==> src/rtl/mem_port_arbiter.sv <==
// Shares one RAM port between instruction fetch and the data-access stage.
// The data side has fixed priority; fetch is forced through after StarveLimit consecutive losses.
module mem_port_arbiter #(
  parameter int DataWidth   = 32,
  parameter int AddrWidth   = 32,
  parameter int WordSize    = 4,
  parameter int StarveLimit = 4
) (
  input  logic                 clk,
  input  logic                 rst,
  input  logic                 if_req,
  input  logic [AddrWidth-1:0] if_address,
  output logic                 if_ready,
  output logic [DataWidth-1:0] if_read_data,
  input  logic                 mem_req,
  input  logic                 mem_write_enable,
  input  logic [AddrWidth-1:0] mem_address,
  input  logic [DataWidth-1:0] mem_write_data,
  input  logic [WordSize-1:0]  mem_write_strobe,
  output logic                 mem_ready,
  output logic [DataWidth-1:0] mem_read_data,
  output logic                 ram_req,
  output logic                 ram_write_enable,
  output logic [AddrWidth-1:0] ram_address,
  output logic [DataWidth-1:0] ram_write_data,
  output logic [WordSize-1:0]  ram_write_strobe,
  input  logic                 ram_ack,
  input  logic [DataWidth-1:0] ram_read_data,
  output logic                 grant_mem
);

  localparam int StarveW = (StarveLimit < 1) ? 1 : $clog2(StarveLimit + 1);
  localparam logic [StarveW-1:0] StarveMax = StarveW'(StarveLimit);

  // state | meaning:  IDLE sample requests | BUSY wait for ram_ack | DONE pulse winner's ready
  typedef enum logic [1:0] {
    StIdle = 2'd0,
    StBusy = 2'd1,
    StDone = 2'd2
  } state_e;

  state_e state_q, state_d;

  logic [StarveW-1:0]   starve_q, starve_d;
  logic                 ram_req_q, ram_req_d;
  logic                 ram_we_q, ram_we_d;
  logic [AddrWidth-1:0] ram_addr_q, ram_addr_d;
  logic [DataWidth-1:0] ram_wdata_q, ram_wdata_d;
  logic [WordSize-1:0]  ram_strb_q, ram_strb_d;
  logic                 grant_mem_q, grant_mem_d;
  logic                 if_ready_q, if_ready_d;
  logic                 mem_ready_q, mem_ready_d;
  logic [DataWidth-1:0] if_rdata_q, if_rdata_d;
  logic [DataWidth-1:0] mem_rdata_q, mem_rdata_d;

  logic pick_mem;

  always_ff @(posedge clk) begin
    if (rst) state_q <= StIdle;
    else     state_q <= state_d;
  end

  always_comb begin
    state_d = state_q;
    case (state_q)
      StIdle:  if (if_req || mem_req) state_d = StBusy;
      StBusy:  if (ram_ack) state_d = StDone;
      StDone:  state_d = StIdle;
      default: state_d = StIdle;
    endcase
  end

  // Fetch only overrides the data side once it has been starved the full limit.
  assign pick_mem = mem_req && !(if_req && (starve_q == StarveMax));

  always_comb begin
    starve_d    = starve_q;
    ram_req_d   = ram_req_q;
    ram_we_d    = ram_we_q;
    ram_addr_d  = ram_addr_q;
    ram_wdata_d = ram_wdata_q;
    ram_strb_d  = ram_strb_q;
    grant_mem_d = grant_mem_q;
    if_ready_d  = 1'b0;
    mem_ready_d = 1'b0;
    if_rdata_d  = if_rdata_q;
    mem_rdata_d = mem_rdata_q;
    case (state_q)
      StIdle: begin
        if (if_req || mem_req) begin
          ram_req_d   = 1'b1;
          grant_mem_d = pick_mem;
          if (pick_mem) begin
            ram_we_d    = mem_write_enable;
            ram_addr_d  = mem_address;
            ram_wdata_d = mem_write_data;
            ram_strb_d  = mem_write_strobe;
            if (if_req && (starve_q != StarveMax)) starve_d = starve_q + StarveW'(1);
          end else begin
            ram_we_d    = 1'b0;
            ram_addr_d  = if_address;
            ram_wdata_d = '0;
            ram_strb_d  = '0;
            starve_d    = '0;
          end
        end
      end
      StBusy: begin
        if (ram_ack) begin
          ram_req_d = 1'b0;
          if (grant_mem_q) begin
            mem_ready_d = 1'b1;
            if (!ram_we_q) mem_rdata_d = ram_read_data;
          end else begin
            if_ready_d = 1'b1;
            if_rdata_d = ram_read_data;
          end
        end
      end
      default: ;
    endcase
  end

  always_ff @(posedge clk) begin
    if (rst) begin
      starve_q    <= '0;
      ram_req_q   <= 1'b0;
      ram_we_q    <= 1'b0;
      ram_addr_q  <= '0;
      ram_wdata_q <= '0;
      ram_strb_q  <= '0;
      grant_mem_q <= 1'b0;
      if_ready_q  <= 1'b0;
      mem_ready_q <= 1'b0;
      if_rdata_q  <= '0;
      mem_rdata_q <= '0;
    end else begin
      starve_q    <= starve_d;
      ram_req_q   <= ram_req_d;
      ram_we_q    <= ram_we_d;
      ram_addr_q  <= ram_addr_d;
      ram_wdata_q <= ram_wdata_d;
      ram_strb_q  <= ram_strb_d;
      grant_mem_q <= grant_mem_d;
      if_ready_q  <= if_ready_d;
      mem_ready_q <= mem_ready_d;
      if_rdata_q  <= if_rdata_d;
      mem_rdata_q <= mem_rdata_d;
    end
  end

  assign ram_req          = ram_req_q;
  assign ram_write_enable = ram_we_q;
  assign ram_address      = ram_addr_q;
  assign ram_write_data   = ram_wdata_q;
  assign ram_write_strobe = ram_strb_q;
  assign grant_mem        = grant_mem_q;
  assign if_ready         = if_ready_q;
  assign mem_ready        = mem_ready_q;
  assign if_read_data     = if_rdata_q;
  assign mem_read_data    = mem_rdata_q;

endmodule

==> config.mk <==
export PLATFORM = sky130hd
export DESIGN_NAME = mem_port_arbiter
export DESIGN_NICKNAME = d
export VERILOG_FILES = /design/src/rtl/mem_port_arbiter.sv
export SDC_FILE = /design/constraint.sdc
export NUM_CORES = 1
export LEC_CHECK = 0
export CORE_MARGIN = 2
export CORE_UTILIZATION = 43
export CTS_BUF_LIST = sky130_fd_sc_hd__clkbuf_4 sky130_fd_sc_hd__clkbuf_8
export CTS_CLUSTER_SIZE = 24
export DETAILED_ROUTE_END_ITERATION = 16
export GPL_TIMING_DRIVEN = 0
export PLACE_DENSITY_LB_ADDON = 0.05
export SETUP_SLACK_MARGIN = 0.02
export SKIP_CTS_REPAIR_TIMING = 1
export SYNTH_ARGS = -nofsm -noshare
export SYNTH_HDL_FRONTEND = slang
export SYNTH_SLANG_ARGS = --single-unit
==> constraint.sdc <==
create_clock -name clk -period 1.7 [get_ports clk]
set_clock_uncertainty 0.15 [all_clocks]
set_input_delay 0.17 -clock clk [delete_from_list [all_inputs] [get_ports clk]]
set_output_delay 0.17 -clock clk [all_outputs]
set_load 0.01 [all_outputs]
; Word level (Yosys, flattened, before mapping)
; Cells that the tools add are included.
[op_classes]
n_mux = 14
n_reduce_logical = 14
n_eq_ne = 6
bitwise_logic = 4
addsub = 1
[op_table]
columns = op, n
row1 = two-way mux 32 bit, 2
row2 = AND reduction 3 bit, 3
row3 = two-way mux 3 bit, 2
row4 = two-way mux 1 bit, 5
row5 = two-way mux 2 bit, 2
row6 = two-way mux 4 bit, 1
row7 = "inequality test 2 bit, second input constant", 2
row8 = NOT 1 bit, 4
row9 = case mux 2 bit (2 select lines), 1
row10 = AND reduction 2 bit, 2
row11 = AND reduction 4 bit, 1
row12 = "adder 3 x 1 -> 3 bit, second input constant", 1
row13 = "equality test 3 bit, second input constant", 1
row14 = logical AND 1 bit, 3
row15 = "inequality test 3 bit, second input constant", 1
row16 = OR reduction 3 bit, 1
row17 = "equality test 2 x 1 -> 1 bit, second input constant", 1
row18 = logical NOT 2 bit, 1
row19 = "inequality test 2 x 1 -> 1 bit, second input constant", 1
row20 = case mux 1 bit (2 select lines), 1
row21 = nonzero test 2 bit, 1
row22 = logical NOT 1 bit, 1
row23 = logical OR 1 bit, 1
[word_totals]
input_bits = 138
elab_cells = 51
reg_bits = 142
output_inout_bits = 137

; Depth between registers and ports, before layout
[logic_depth]
depth_word = 6
ltp_mapped = 6
ltp_nobuf = 5

; Least setup slack after synthesis
; OpenSTA, ideal clock, no wires.
[synth_timing]
path_kind = register to register
start = reg starve_q[0]
end = reg ram_addr_q[10], in the netlist ram_address[10]
setup_ns = 0.147
setup_slack_ns = 0.188
synth_period_minus_slack_ns = 1.512
path_stages_with_launch = 7
required_time_ns = 1.403
path_buffers = 1
t_arrival_ns = 1.215
cell_sequence = dfxtp_1 > inv_1 > ha_1 > and3_4 > buf_2 > o21ai_0 > a311oi_2
[synth_via]
elab_chain_cells = 5
[synth_rtl]
columns = item, line_no
row1 = start: declaration, 44  ; logic [StarveW-1:0] starve_q, starve_d;
row2 = start signal: assignment, 138  ; starve_q <= starve_d;
row3 = equality test 3 bit, 74  ; assign pick_mem = mem_req && !(if_req && (starve_q == StarveMax));
row4 = logical AND 1 bit, 74
row5 = logical NOT 1 bit, 74
row6 = logical AND 1 bit, 74
row7 = two-way mux 32 bit, 93  ; if (pick_mem) begin
row8 = end signal: assignment, 141  ; ram_addr_q <= ram_addr_d;
row9 = end: declaration, 47  ; logic [AddrWidth-1:0] ram_addr_q, ram_addr_d;
; No other way between the ends.
; A chain may end at the register's enable or synchronous reset.

; Worst setup path after layout
[layout_timing]
start = reg mem_rdata_q[19], in the netlist mem_read_data[19]
end = out mem_read_data[19]
[layout_lines]
columns = item, line_no
row1 = start: declaration, 54  ; logic [DataWidth-1:0] mem_rdata_q, mem_rdata_d;
row2 = start signal: assignment, 148  ; mem_rdata_q <= mem_rdata_d;
row3 = end: declaration, 21  ; output logic [DataWidth-1:0] mem_read_data,
; No word-level cell between the ends.

==> results.json <==
{
  "status": "finished with violations",
  "violations": "negative hold slack",
  "synth_edf_count": 0,
  "dr.pass1.iters": 5,
  "worstPathMaxFanout": 2,
  "synth_top_cell_area_share": 0.475,
  "cap_violations": 0,
  "ys_top_cells_by_area": "dfxtp_1 (47%), a21oi_1 (12%), o21ai_0 (8.3%)",
  "cp_slowest_cell": "clkdlybuf4s50_1",
  "antenna_cells": 0,
  "clk_path_buf_depth": 2,
  "slew_headroom": 0.504,
  "peakVddDrop_uv": 490,
  "cts_tree": "yes",
  "avgSynthCellArea_sq_um": 8.60,
  "routed_wl_um": 19800,
  "power_leakage_nw": 5.08,
  "synth_cells": 696,
  "ys_async_sr_fraction": 0,
  "io_buffers": 273,
  "clk_latency_ps": 440,
  "cp-start-kind": "flop",
  "worst_slew_pin_slew_ps": 744,
  "grt_antenna_before_repair": 0,
  "hold_viol_final": 1,
  "synth_seq_area_share": 0.475,
  "syn-cell-area_sq_um": 5990,
  "yosys.area_share.adder": 0.00418,
  "route.vias.total": 6385,
  "tns_ps": 0,
  "gr-usage-met2": 0.420,
  "grt_setup_unrepaired": "no",
  "grt_max_degree": 17,
  "post_synth_xor_area_fraction": 0,
  "synth_nets": 836,
  "grt_pass1_vias": 5966,
  "power_density_nw_per_um2": 806,
  "setup_violations": 0,
  "cpPeakStageDelay_ps": 540,
  "place_congestion": 0.860,
  "drc": 0,
  "clkSinkCount": 142,
  "crit_buf_inv": 1,
  "ys_seq_elements": 142,
  "path_class": "flop to output pin",
  "grt_usage": 0.254,
  "fp.dieW_um": 122,
  "fp.dieArea_sq_um": 14900,
  "grt_remaining_overflow": 0,
  "synthMuxAreaShare": 0,
  "viasPerCell": 5.41,
  "routedWlPerCell_um": 16.7,
  "grt_use_met3": 0.0819,
  "crit_arrival_ps": 1320,
  "synth_top_family_by_area": "compound AO/OA/AOI/OAI gates",
  "clk_pin_slew_worst_paths_ps": 80,
  "drt_iter0_drc": 499,
  "yosys_warnings": 0,
  "busiest_layer": "met2",
  "grt_pass1_wl_um": 29900,
  "endpoint_kind": "output pin",
  "synth_simple_gate_area_frac": 0.168,
  "htree_levels": 4,
  "fp.dieH_um": 122,
  "dpl.hpwl_um": 14200,
  "cts_root_buf": "clkbuf_8",
  "hold_class": "input pin to flop",
  "fmax_mhz": 608,
  "crit_required_ps": 1380,
  "synth_flop_cell": "dfxtp_1",
  "crit_family": "buffers and inverters",
  "synth_compound_area_frac": 0.281,
  "grt.met1_usage": 0.309,
  "drive_gt1_frac": 0.129,
  "core_sq_um": 13700,
  "io_pins": 275,
  "yosysTopAreaCell": "dfxtp_1",
  "hold_ws_ps": -13.1,
  "areaGrowthSynthToFinish_pct": 61.5,
  "postRouteAntennaNets": 0,
  "period_needed_ps": 1640,
  "start_util": 0.436,
  "numCtsBuffers": 17,
  "slew_viol_final": 0,
  "period_share": 0.967,
  "nets": 1128,
  "synth.distinct_cells": 35,
  "crit_chain": "clkdlybuf4s50_1",
  "rows": 43
}
## sequential cells by signal, indices dropped and copies added, names as in the netlist
name and count:
grant_mem 1, ram_write_data 32, ram_req 1, mem_read_data 32, state_q 2, ram_write_enable 1
starve_q 3, if_ready 1, ram_write_strobe 4, if_read_data 32, ram_address 32, mem_ready 1
## where the power goes
group / internal [mW] / switching [mW] / total, mW
logic: 0.880 / 0.832 / 1.71
registers: 3.52 / 0.0956 / 3.62
clock network: 1.19 / 1.27 / 2.46
## per-stage QoR
step	setup slack [ps]	util	area [sq um]	power [mW]	instances
finish	55.8	0.705	9670	7.79	1181
global route	7.91	0.705	9670	8.14	1181
CTS	-141	0.678	9300	7.87	1181
detailed placement	-238	0.652	8940	5.42	1149
global placement	-217	0.652	8940	5.41	1149
floorplan	188	-	5990	4.50	696
## routing by layer
metal	wire, um	part of all wire
met1	8070	0.41
met2	9700	0.49
met3	1630	0.082
met4	376	0.019
met5	0	0
## synthesized netlist by cell type, drive strengths merged, types with 2 or more instances
library cell,count
a21oi,139
a311oi,32
buf,48
clkbuf,34
dfxtp,142
ha,2
inv,3
nand2,68
nand3,66
nand4,39
nor2,5
nor3b,2
o21ai,103
or2,2
or3b,2
## placed cells by master, fill, tap and decap left out, drive strengths merged, types with 3 or more instances in the layout
master,count
clkinvlp,3
nand4,39
clkinv,7
dfxtp,142
a311oi,32
clkbuf,56
dlymetal6s2s,111
nand3,66
inv,4
o21ai,103
nor2,5
clkdlybuf4s50,162
nand2,68
buf,46
a21oi,139
## logic make-up after synthesis
| kind of cell | Yosys count |
|---|---|
| AO/OA/AOI/OAI | 274 |
| buffers and inverters | 85 |
| AND/OR/NAND/NOR | 193 |
| adder cells (fa/ha/maj) | 2 |
| flip-flops | 142 |
## final timing paths
path                             startpoint                            end  slack [ps]  cells after the start
max          mem_read_data[19]$_SDFFE_PP0P_              mem_read_data[19]          60                      1
min                                     rst        state_q[1]$_SDFFE_PP0P_         -10                      2
max reg2reg         state_q[0]$_SDFFE_PP0P_   ram_address[11]$_SDFFE_PP0P_         100                      6
min reg2reg   if_read_data[22]$_SDFFE_PP0P_  if_read_data[22]$_SDFFE_PP0P_         300                      2
## layout make-up
| type | count | area, sq um |
|---|---|---|
| fill | 1139 | 4050 |
| timing repair buffer | 273 | 3010 |
| sequential | 142 | 2850 |
| multi-input combinational | 469 | 2740 |
| buffer | 82 | 488 |
| clock buffer | 20 | 256 |
| tap | 180 | 225 |
| clock inverter | 12 | 96.3 |
| inverter | 3 | 11.3 |
Note: power is estimated with default switching activity, not from simulation.
